===== src/rtl/spi_frame_shifter.sv =====
// SPI mode-0 frame shifter driven by conditioned SCLK/CS/MOSI.
// Receives MSB-first words, drives a registered MISO, flags aborted frames.
//
// Ports:
//   clk, reset           system clock, async active-high reset
//   cs_cond              conditioned chip select (active low)
//   sclk_posedge/negedge one-cycle SCLK edge pulses
//   mosi_cond            conditioned MOSI level
//   tx_data, tx_load     word to transmit, load strobe (IDLE only)
//   rx_data, rx_valid    last received word, one-cycle update pulse
//   miso                 registered serial output
//   busy                 high while a frame is active
//   frame_abort          one-cycle pulse: CS released mid-word
//   bit_count            bits captured in the current word
module spi_frame_shifter #(
  parameter int WIDTH = 8,
  localparam int CNTW = $clog2(WIDTH)
) (
  input  logic             clk,
  input  logic             reset,
  input  logic             cs_cond,
  input  logic             sclk_posedge,
  input  logic             sclk_negedge,
  input  logic             mosi_cond,
  input  logic [WIDTH-1:0] tx_data,
  input  logic             tx_load,
  output logic [WIDTH-1:0] rx_data,
  output logic             rx_valid,
  output logic             miso,
  output logic             busy,
  output logic             frame_abort,
  output logic [CNTW-1:0]  bit_count
);

  localparam logic [0:0] IDLE  = 1'b0;
  localparam logic [0:0] SHIFT = 1'b1;

  localparam logic [CNTW-1:0] LAST = CNTW'(WIDTH - 1);

  logic [0:0]       state;
  logic [WIDTH-1:0] rx_shift;
  logic [WIDTH-1:0] tx_shift;

  assign busy = (state == SHIFT);

  always_ff @(posedge clk or posedge reset) begin
    if (reset) begin
      state       <= IDLE;
      rx_data     <= '0;
      rx_shift    <= '0;
      tx_shift    <= '0;
      rx_valid    <= 1'b0;
      miso        <= 1'b0;
      frame_abort <= 1'b0;
      bit_count   <= '0;
    end else begin
      rx_valid    <= 1'b0;
      frame_abort <= 1'b0;
      case (state)
        IDLE: begin
          miso <= 1'b0;
          if (tx_load)
            tx_shift <= tx_data;
          if (!cs_cond) begin
            state     <= SHIFT;
            bit_count <= '0;
            // A same-cycle load must present its MSB immediately.
            miso      <= tx_load ? tx_data[WIDTH-1]
                                 : tx_shift[WIDTH-1];
          end
        end
        SHIFT: begin
          // CS release wins over any edge pulse in the same cycle.
          if (cs_cond) begin
            state       <= IDLE;
            miso        <= 1'b0;
            frame_abort <= (bit_count != '0);
            bit_count   <= '0;
          end else if (sclk_posedge) begin
            rx_shift <= {rx_shift[WIDTH-2:0], mosi_cond};
            if (bit_count == LAST) begin
              rx_data   <= {rx_shift[WIDTH-2:0], mosi_cond};
              rx_valid  <= 1'b1;
              bit_count <= '0;
            end else begin
              bit_count <= bit_count + CNTW'(1);
            end
          end else if (sclk_negedge) begin
            // Count of zero on a falling edge means a word just
            // finished: start the next word from tx_data.
            if (bit_count != '0) begin
              tx_shift <= tx_shift << 1;
              miso     <= tx_shift[WIDTH-2];
            end else begin
              tx_shift <= tx_data;
              miso     <= tx_data[WIDTH-1];
            end
          end
        end
        default: state <= IDLE;
      endcase
    end
  end

endmodule


===== config.mk =====
export PLATFORM = sky130hd
export DESIGN_NAME = spi_frame_shifter
export DESIGN_NICKNAME = d
export VERILOG_FILES = /design/src/rtl/spi_frame_shifter.sv
export SDC_FILE = /design/constraint.sdc
export NUM_CORES = 1
export LEC_CHECK = 0
export ABC_AREA = 1
export BUFFER_PORTS_ARGS = -buffer_cell sky130_fd_sc_hd__buf_2
export CAP_MARGIN = 20
export CELL_PAD_IN_SITES_DETAIL_PLACEMENT = 0
export CELL_PAD_IN_SITES_GLOBAL_PLACEMENT = 1
export CORE_MARGIN = 5
export CORE_UTILIZATION = 35
export DETAILED_ROUTE_END_ITERATION = 10
export PLACE_DENSITY_LB_ADDON = 0.1
export SYNTH_ARGS = -nofsm -noshare
export SYNTH_HDL_FRONTEND = slang
export SYNTH_SLANG_ARGS = --single-unit

===== constraint.sdc =====
create_clock -name clk -period 1.38 [get_ports clk]
set_clock_uncertainty 0.1 [all_clocks]
set_input_delay 0.069 -clock clk [delete_from_list [all_inputs] [get_ports clk]]
set_output_delay 0.069 -clock clk [all_outputs]
set_load 0.01 [all_outputs]

==> metrics.log, run 1 <==
[metrics] ys flop type: dfrtp_1
[metrics] area added between synthesis and finish: 38.1%
[metrics] antenna violations before repair: 0
[metrics] largest fanout of any net on the critical path: 5
[metrics] switching part of the total: around a quarter
[metrics] Worst R2R Setup Slack: 30 ps
[metrics] post-synthesis sequential element count: 30
[metrics] startpoint of the most critical hold path: tx_data[2]
[metrics] depth of the CTS H-tree: 2
[metrics] clock group share of total power: around 37%
[metrics] Bufs on Longest Clock Path: 2
[metrics] Tot GR Track Use: 12.4%
[metrics] Pre-antenna DRT Iters: 4
[metrics] distinct cell type count after synthesis: 18
[metrics] TritonCTS clock tree: built
[metrics] count of input and output buffers: 29
[metrics] met2 capacity usage during global routing: 21.1%
[metrics] Tcrit/Tclk final: between 90% and 100%
[metrics] IO Count: 30
[metrics] remaining global-route overflow: 0
[metrics] sequential element share of the synthesized area: a little over half
[metrics] Static Leak: 0.00109 uW
[metrics] synthesized cell area: approximately 1400 um^2
[metrics] number of core rows: 23
[metrics] gr busiest metal: met2
[metrics] final instance area: ~1900 um^2
[metrics] DRC violation count after routing: 0
[metrics] post-detailed-routing wire length: 2.97 mm
[metrics] Required @ worst endpoint: around 1500 ps
[metrics] number of nets in the synthesized netlist: ~180
[metrics] share of the core filled with cells: between 40% and 50%
[metrics] final-report max-slew violation count: 0
[metrics] power after layout: around 2200 uW
[metrics] count of maximum capacitance violations: 0
[metrics] number of clock sinks: 30
[metrics] setup slack after layout: approximately 33 ps
[metrics] most frequent standard cell in the layout excluding fill and tap cells: nand2_1
[metrics] Worst Setup End Kind: flop
[metrics] syn_area_per_cell: ~8.6 um^2
[metrics] wire length per cell after detailed routing: roughly 11 um
[metrics] number of vias per cell: 4.32
[metrics] global-route wire length before repair: ~5.1 mm
[metrics] Post-synth ARST share: 100%
[metrics] Power Dens Cells: around 1100 nW/um^2
[metrics] antenna violation net count after detailed routing: 0
[metrics] half-perimeter wire length after placement: ~2.2 mm
[metrics] measured slew at the worst slew-check pin: about 390 ps
[metrics] CTS buffer count: 5
[metrics] Syn. warnings: 0
[metrics] total number of nets in the final design: around 240
[metrics] final worst path period need: about 1300 ps
[metrics] hold_ws: approximately 4.4 ps
[metrics] standard cell core area: approximately 4000 um^2
[metrics] total via count after detailed routing: between 1k and 1.5k
[metrics] RSZ-0062 raised after global routing: yes
[metrics] share of cells above drive strength 1: a little under two fifths
[metrics] final-report setup violation count: 0
[metrics] maximum number of pins on one net before global-route repair: 31
[metrics] vertical die dimension: around 73 um
[metrics] gpl congestion: ~0.70
[metrics] Initial Utilization: about 36%
[metrics] Clock transition at path regs: about 60 ps
[metrics] highest clock frequency the design can meet: between 700 and 800 MHz
[metrics] combinational group share of total power: around 16%
[metrics] chip width: around 73 um
[metrics] global-route track usage on met1: 14.1%
[metrics] standard cell area after detailed placement: about 1700 um^2
[metrics] number of synthesized flops with an enable pin: 0
[metrics] commonest cells after routing, fill and taps aside: 48 x nand2_1, 29 x dfrtp_1, 29 x buf_2
[metrics] P_sw: around 560 uW
[metrics] worst setup path start: bit_count[1]
[metrics] worst voltage drop across the vdd grid: 633 uV
[metrics] drt first-iter violations: 62
[metrics] met3 track demand over resource: under 10%
[metrics] start-to-end type of the worst setup path: flop to flop
[metrics] via count of the first global-routing pass: 1,219
[metrics] pre-CTS setup slack: -54.3 ps
[metrics] area of the die: ~5400 um^2
[metrics] Reg power frac: 47.3%
[metrics] internal power consumption: around 1600 uW
[metrics] result of the run: complete, no violations
[metrics] Critical R2R Launch: bit_count[1]
[metrics] Inserted Diodes: 0
[metrics] root buffer cell: clkbuf_8
[metrics] Slew HR: about three quarters
[metrics] Synth Instances: ~160
[metrics] type of element launching the critical path: flop
[metrics] final hold violations: 0
[metrics] arrival time at the worst endpoint: 1410 ps
[metrics] clock insertion delay at the later pin of the skew report: around 270 ps
[metrics] classification of the worst-slack hold path: input pin to flop
cell usage after synthesis (2+ instances only):
library cell / count / area, um^2
nor2_1: 6 / 22.5
nand3_1: 13 / 65.1
ha_1: 3 / 37.5
inv_1: 25 / 93.8
or2_2: 6 / 37.5
o21ai_0: 13 / 65.1
a21oi_1: 2 / 10.0
nand2_1: 50 / 188
buf_6: 2 / 22.5
dfrtp_1: 30 / 751
o21ai_2: 6 / 52.6
state kept, by name (all words and copies together) (netlist names):
signal and count:
miso 1, rx_shift 7, tx_shift 8, frame_abort 1
bit_count 3, rx_valid 1, busy 1, rx_data 8
timing repair:
action | CTS | global route
cloned | 1 | 1
setup buffers | 4 | 2
hold endpoints to repair | 34 | 0
endpoints found under the setup margin | 11 | 16
pin swaps | 3 | 1
resized for setup | 4 | 4
hold buffers | 4 | 0
path summary, 6_finish.rpt:
kind | end | cells after the start
max | tx_shift[5] | 7
min | tx_shift[2] | 5
max reg2reg | tx_shift[5] | 7
min reg2reg | tx_shift[2] | 2
max in group asynchronous | busy | 4
min in group asynchronous | tx_shift[7] | 4
power groups by stage:
stage / Clock, uW / Combinational [uW] / Sequential, uW
6_report: 808 / 354 / 1040
5_1_grt: 880 / 402 / 1050
4_1_cts: 839 / 348 / 1040
3_5_place_dp: 0 / 332 / 1060
3_3_place_gp: 0 / 323 / 1050
2_1_floorplan: 0 / 219 / 1040
metal layers:
layer | vias to the layer above | routed length, um | share of wire (%)
met3 | 5 | 139 | 4.7
li1 | 617 | - | -
met1 | 532 | 1270 | 43
met4 | 0 | 42 | 1.4
met2 | 16 | 1520 | 51
met5 | - | 0 | 0
stage by stage:
| step | std cells | TNS, ps |
|---|---|---|
| global route | 271 | -287 |
| finish | 271 | 0 |
| global placement | 251 | -98.1 |
| floorplan | 163 | -467 |
| detailed placement | 251 | -228 |
| CTS | 268 | 0 |
worst max-delay path: stages (launching register included):
cell and delay [ps]:
dfrtp_1 370, inv_2 60, ha_4 170, nand2_4 80
nand2_4 70, or2_2 270, nand3_1 70, nand2_1 50
layout make-up:
class | count | area [um^2]
repair buffers | 52 | 332
inverters | 26 | 100
clock buffers | 8 | 110
fillers | 365 | 2000
flip-flops and latches | 30 | 752
well taps | 50 | 62.6
multi-input cells | 105 | 582
kinds of logic after synthesis:
| group | Yosys count | synth area share, % |
|---|---|---|
| AND/OR/NAND/NOR | 78 | 24.7 |
| flip-flops | 30 | 53.5 |
| adder cells (fa/ha/maj) | 3 | 2.67 |
| buffers and inverters | 30 | 9.54 |
| AO/OA/AOI/OAI | 22 | 9.63 |
Power figures use the tool's default switching activity.
==> run 2, diff against run 1 <==
- BUFFER_PORTS_ARGS: -buffer_cell sky130_fd_sc_hd__buf_2 -> not set
- CORE_UTILIZATION: 35 -> 49
- DONT_BUFFER_PORTS: not set -> 1
- clock period: 1.38 -> 1.6 ns (I/O delays scaled with it)
==> run 2 against run 1 <==
- sequential share of layout area grew 5.4 points
- first-iteration DRC count shrank 29%
- routed wire length shrank 9.1%
- final cell count shrank 18%
- combinational power shrank 28%
- highest routed layer unchanged
==> metrics.log, run 2 (synthesized netlist as in run 1, its figures left out) <==
[metrics] final instance area: 1700 um^2 (-12%)
[metrics] power after layout: 1560 uW (-29%)
[metrics] arrival time at the worst endpoint: 1620 ps (+210 ps)
[metrics] Reg power frac: 57.3% (+10 points)
[metrics] type of element launching the critical path: flop
[metrics] accumulated negative setup slack: 0 ps (unchanged)
[metrics] share of cells above drive strength 1: 18.3% (-20 points)
[metrics] number of core rows: 19 (-17%)
[metrics] Static Leak: 0.000916 uW (-16%)
[metrics] largest fanout of any net on the critical path: 13 (+8)
[metrics] most frequent standard cell in the layout excluding fill and tap cells: nand2_1
[metrics] Bufs on Longest Clock Path: 2 (unchanged)
[metrics] vertical die dimension: 63.5 um (-13%)
[metrics] result of the run: complete, no violations
[metrics] Tot GR Track Use: 15.2% (+2.7 points)
[metrics] post-detailed-routing wire length: 2.70 mm (-9.1%)
[metrics] antenna violations before repair: 0 (unchanged)
[metrics] drt first-iter violations: 44 (-29%)
[metrics] total number of nets in the final design: 209 (-12%)
[metrics] final-report max-slew violation count: 0 (unchanged)
[metrics] Worst R2R Setup Slack: 130 ps (+100 ps)
[metrics] remaining global-route overflow: 0 (unchanged)
[metrics] IO Count: 30 (unchanged)
[metrics] start-to-end type of the worst setup path: flop to flop
[metrics] CTS buffer count: 5 (unchanged)
[metrics] area of the die: 4040 um^2 (-25%)
[metrics] RSZ-0062 raised after global routing: no
[metrics] area added between synthesis and finish: 21.1%
[metrics] count of cells along the worst hold path: 4 (-1)
[metrics] standard cell core area: 2760 um^2 (-30%)
[metrics] final worst path period need: 1470 ps (+125 ps)
[metrics] DRC violation count after routing: 0 (unchanged)
[metrics] worst voltage drop across the vdd grid: 691 uV (+9.1%)
[metrics] clock insertion delay at the later pin of the skew report: 320 ps (+50 ps)
[metrics] Initial Utilization: 50.9% (+15 points)
[metrics] via count of the first global-routing pass: 1,048 (-14%)
[metrics] Worst Setup End Kind: flop
[metrics] maximum number of pins on one net before global-route repair: 31 (unchanged)
[metrics] internal power consumption: 1120 uW (-32%)
[metrics] number of clock sinks: 30 (unchanged)
[metrics] TritonCTS clock tree: built
[metrics] measured slew at the worst slew-check pin: 373 ps (-15.9 ps)
[metrics] classification of the worst-slack hold path: input pin to flop
[metrics] combinational group share of total power: 16.4% (+0.3 points)
[metrics] final-report setup violation count: 0 (unchanged)
[metrics] antenna violation net count after detailed routing: 0 (unchanged)
[metrics] Power Dens Cells: 920 nW/um^2 (-19%)
[metrics] Regs by FF count: rx_data x8, tx_shift x8, rx_shift x7
[metrics] switching part of the total: 28.1% (+2.9 points)
[metrics] hold_ws: 44.4 ps (+40.1 ps)
[metrics] gpl congestion: 0.779 (+11%)
[metrics] share of the core filled with cells: 61.7% (+13 points)
[metrics] P_sw: 440 uW (-21%)
[metrics] Critical R2R Capture: rx_data[1]
[metrics] number of cells traversed by the worst register-to-register path: 7 (unchanged)
[metrics] count of input and output buffers: 0 (-100%)
[metrics] clock group share of total power: 26.3% (-10 points)
[metrics] wire length per cell after detailed routing: 12.1 um (+11%)
[metrics] highest clock frequency the design can meet: 680 MHz (-8.5%)
[metrics] filler cell count in the final layout: 247 (-32%)
[metrics] Critical R2R Launch: bit_count[0]
[metrics] count of maximum capacitance violations: 0 (unchanged)
[metrics] Clock transition at path regs: 90 ps (+30 ps)
[metrics] final hold violations: 0 (unchanged)
[metrics] chip width: 63.5 um (-13%)
[metrics] startpoint of the most critical hold path: sclk_posedge
[metrics] hold-critical path endpoint: tx_shift[7]
[metrics] total via count after detailed routing: 1,065 (-9.0%)
[metrics] global-route wire length before repair: 4.73 mm (-7.8%)
[metrics] Tcrit/Tclk final: 92.0% (-5.6 points)
[metrics] half-perimeter wire length after placement: 1.91 mm (-12%)
[metrics] Slew HR: 74.9% (+1.1 points)
[metrics] depth of the CTS H-tree: 2 (unchanged)
[metrics] Required @ worst endpoint: 1750 ps (+300 ps)
[metrics] Pre-antenna DRT Iters: 4 (unchanged)
[metrics] root buffer cell: clkbuf_4
[metrics] commonest cells after routing, fill and taps aside: 48 x nand2_1, 29 x dfrtp_1, 25 x inv_1
[metrics] number of vias per cell: 4.80 (+11%)
[metrics] standard cell area after detailed placement: 1480 um^2 (-13%)
[metrics] Inserted Diodes: 0 (unchanged)
## run 2: cell types whose count changed in the layout (fill, tap and decap cells not counted), moves of 3 or more
cell | previous run | this run
clkbuf_8 | 8 | 0
buf_4 | 18 | 10
clkbuf_4 | 0 | 5
buf_2 | 29 | 0
inv_1 | 22 | 25
dlygate4sd3_1 | 4 | 14
inv_2 | 3 | 0
## run 2: cell type report
class / count / area (um^2) / area share [%]
Sequential cell: 30 / 752 / 44.2
Multi-Input combinational cell: 103 / 529 / 31.1
Timing Repair Buffer: 25 / 235 / 13.8
Inverter: 26 / 100 / 5.89
Clock buffer: 7 / 45.0 / 2.65
Tap cell: 31 / 38.8 / 2.28
## run 2: worst max-delay path, stage by stage (launching register included)
cell and delay, ps:
dfrtp_1 390, buf_4 150, ha_1 190, ha_1 220
nand2_4 90, buf_12 140, nand2_1 60, o21ai_2 60
## run 2: power groups by stage
| stage | logic (uW) | clock network, uW | registers, uW |
|---|---|---|---|
| 3_5_place_dp | 224 | 0 | 912 |
| 4_1_cts | 254 | 436 | 896 |
| 5_1_grt | 295 | 479 | 910 |
| 6_report | 256 | 411 | 896 |
| 2_1_floorplan | 172 | 0 | 900 |
| 3_3_place_gp | 219 | 0 | 909 |
## run 2: worst max path at each step
stage,from,endpoint,cells after the start
3_5_place_dp,bit_count[1],tx_shift[1],7
5_1_grt,bit_count[0],tx_shift[6],7
4_1_cts,bit_count[1],tx_shift[1],7
3_3_place_gp,bit_count[0],rx_data[7],7
2_1_floorplan,bit_count[0],tx_shift[1],8
6_report,bit_count[0],rx_data[1],7
## run 2: routing by layer
layer  GRT usage [%]  share of wire, %  vias to the layer above
met4            7.01               1.1                        0
li1                -                 -                      557
met5               0                 0                        -
met1            18.7                47                      473
met2            22.1                45                       31
met3            7.46               7.2                        4
## run 2: timing repair
item / CTS / global route
endpoints found under the setup margin: 0 / 9
buffers inserted: 0 / 1
hold buffers: 13 / 1
endpoints found under the hold margin: 57 / 1
resized for setup: 0 / 4
## run 2: stage by stage
step / setup slack [ps] / cells
after floorplan: 0.356 / 163
after global placement: 75.6 / 200
after detailed placement: 17.7 / 200
after CTS: 8.16 / 220
after global routing: 30.3 / 222
final: 129 / 222
==> run 3, diff against run 2 <==
- CTS_BUF_LIST: not set -> sky130_fd_sc_hd__clkbuf_4 sky130_fd_sc_hd__clkbuf_8 sky130_fd_sc_hd__clkbuf_16
==> run 3 against run 2 <==
- setup slack got worse by 13 ps
- fmax fell by 0.88%
- sequential share of layout area down 0.13 points
- core utilization rose by 0.18 points
- via count fell by 1.6%
- critical path type unchanged
- final area is 0.29% higher
- combinational power hardly changed
- total power is 2.6% higher
- sequential power hardly changed
- critical path depth unchanged
- hold slack got worse by 20 ps
==> metrics.log, run 3 (synthesized netlist as in run 1, its figures left out) <==
[metrics] result of the run: complete, no violations
[metrics] depth of the CTS H-tree: 2 (unchanged)
[metrics] Largest stage delay, worst path: 380 ps (about the same)
[metrics] via count of the first global-routing pass: 1,043 (-0.48%)
[metrics] P_sw: 449 uW (+2.0%)
[metrics] clock group share of total power: 28.4% (+2.1 points)
[metrics] Reg power frac: 55.8% (-1.5 points)
[metrics] maximum number of pins on one net before global-route repair: 31 (unchanged)
[metrics] count of input and output buffers: 0 (unchanged)
[metrics] TritonCTS clock tree: built
[metrics] measured slew at the worst slew-check pin: 384 ps (+11.1 ps)
[metrics] half-perimeter wire length after placement: 1.91 mm (unchanged)
[metrics] Slew HR: 74.4% (-0.48 points)
[metrics] drt first-iter violations: 39 (-11%)
[metrics] DRC violation count after routing: 0 (unchanged)
[metrics] Tcrit/Tclk final: 92.8% (+0.81 points)
[metrics] switching part of the total: 28.0% (-0.18 points)
[metrics] combinational group share of total power: 15.8% (-0.6 points)
[metrics] Static Leak: 0.000923 uW (+0.78%)
[metrics] Regs by FF count: rx_data x8, tx_shift x8, rx_shift x7
[metrics] Bufs on Longest Clock Path: 2 (unchanged)
[metrics] Critical-path top delay cell: dfrtp_1
[metrics] highest clock frequency the design can meet: 674 MHz (-0.88%)
[metrics] final-report max-slew violation count: 0 (unchanged)
[metrics] global-route wire length before repair: 4.68 mm (-1.0%)
[metrics] crit-path most repeated cell: nand2_1
[metrics] clock insertion delay at the later pin of the skew report: 340 ps (+20 ps)
[metrics] number of clock sinks: 30 (unchanged)
[metrics] hold_ws: 24.3 ps (-20.2 ps)
[metrics] most frequent standard cell in the layout excluding fill and tap cells: nand2_1
[metrics] commonest cells after routing, fill and taps aside: 49 x nand2_1, 29 x dfrtp_1, 25 x inv_1
[metrics] start-to-end type of the worst setup path: flop to flop
[metrics] share of cells above drive strength 1: 18.8% (+0.52 points)
[metrics] vertical die dimension: 63.5 um (unchanged)
[metrics] Worst Setup End Kind: flop
[metrics] number of vias per cell: 4.72 (-1.6%)
[metrics] Largest delay share family, worst path: simple AND/OR/NAND/NOR gates
[metrics] Required @ worst endpoint: 1730 ps (-20 ps)
[metrics] remaining global-route overflow: 0 (unchanged)
[metrics] antenna violation net count after detailed routing: 0 (unchanged)
[metrics] chip width: 63.5 um (unchanged)
[metrics] Power Dens Cells: 941 nW/um^2 (+2.3%)
[metrics] standard cell core area: 2760 um^2 (unchanged)
[metrics] Tot GR Track Use: 15.1% (-0.069 points)
[metrics] total number of nets in the final design: 209 (unchanged)
[metrics] Clock transition at path regs: 90 ps (about the same)
[metrics] largest fanout of any net on the critical path: 10 (-3)
[metrics] type of element launching the critical path: flop
[metrics] Inserted Diodes: 0 (unchanged)
[metrics] Pre-antenna DRT Iters: 4 (unchanged)
[metrics] total via count after detailed routing: 1,048 (-1.6%)
[metrics] root buffer cell: clkbuf_4
[metrics] antenna violations before repair: 0 (unchanged)
[metrics] wire length per cell after detailed routing: 12.3 um (+0.85%)
[metrics] arrival time at the worst endpoint: 1620 ps (about the same)
[metrics] count of maximum capacitance violations: 0 (unchanged)
[metrics] gpl congestion: 0.779 (unchanged)
[metrics] post-detailed-routing wire length: 2.72 mm (+0.85%)
[metrics] final-report setup violation count: 0 (unchanged)
[metrics] number of core rows: 19 (unchanged)
[metrics] cell breakdown of the critical path: inv_1 > ha_1 > nand2_1 > nand2_4 > or2_2 > nand3_1 > nand2_1
[metrics] internal power consumption: 1160 uW (+2.9%)
[metrics] CTS buffer count: 5 (unchanged)
[metrics] share of the core filled with cells: 61.8% (+0.18 points)
[metrics] area of the die: 4040 um^2 (unchanged)
[metrics] classification of the worst-slack hold path: input pin to flop
[metrics] Crit path buffers/inverters: 1 (-1)
[metrics] Initial Utilization: 50.9% (unchanged)
[metrics] IO Count: 30 (unchanged)
[metrics] worst voltage drop across the vdd grid: 690 uV (about the same)
[metrics] final worst path period need: 1480 ps (+13.0 ps)
[metrics] final hold violations: 0 (unchanged)
[metrics] area added between synthesis and finish: 21.5%
-- run 3: cell type report --
type	count	area [um^2]
clock buffer	7	52.6
fill	243	1050
inverter	26	100
multi-input combinational	103	527
sequential	30	752
tap	31	38.8
timing repair buffer	25	235
-- run 3: power by group through the flow --
stage	logic, uW	registers, uW	clock network, uW
after detailed placement	224	912	0
final	254	896	455
after global placement	219	909	0
after CTS	254	896	471
after floorplan	172	900	0
after global routing	293	909	514
-- run 3: metal layers --
layer / track usage, % / part of all wire, % / vias to the layer above
met5: 0 / 0 / -
met4: 7.01 / 2.1 / 0
met3: 7.46 / 7.0 / 7
met2: 22.1 / 44 / 24
met1: 18.5 / 47 / 464
li1: - / - / 553
-- run 3: worst paths after layout --
| path | start | end | slack, ps | cells past startpoint |
|---|---|---|---|---|
| worst max-delay path | bit_count[1] | tx_shift[2] | 120 | 7 |
| worst min-delay path | sclk_posedge | tx_shift[7] | 20 | 4 |
| worst max register to register | bit_count[1] | tx_shift[2] | 120 | 7 |
| worst min register to register | rx_shift[6] | rx_data[7] | 380 | 2 |
| max in group asynchronous | reset | busy | 950 | 3 |
| min in group asynchronous | reset | tx_shift[4] | 150 | 3 |
-- run 3: worst reg2reg max path: stages (launching register included) --
cell and delay, ps:
dfrtp_1 380, inv_1 70, ha_1 190, nand2_1 130
nand2_4 100, or2_2 290, nand3_1 80, nand2_1 50
-- run 3: timing repair --
item                                   in CTS  in global routing
resized for setup                           0                  3
endpoints found under the hold margin      57                  1
setup endpoints to repair                   0                  9
buffers inserted                            0                  1
hold buffers                               13                  1
-- run 3: metrics by stage --
| step | setup TNS (ps) | power, uW | instance area, um^2 | worst slack (ps) | instances |
|---|---|---|---|---|---|
| after floorplan | 0 | 1070 | 1400 | 0.356 | 163 |
| after global placement | 0 | 1130 | 1480 | 75.6 | 200 |
| after detailed placement | 0 | 1140 | 1480 | 17.7 | 200 |
| after CTS | 0 | 1620 | 1670 | 9.31 | 220 |
| after global routing | -5.03 | 1720 | 1710 | -5.03 | 222 |
| final | 0 | 1600 | 1710 | 116 | 222 |
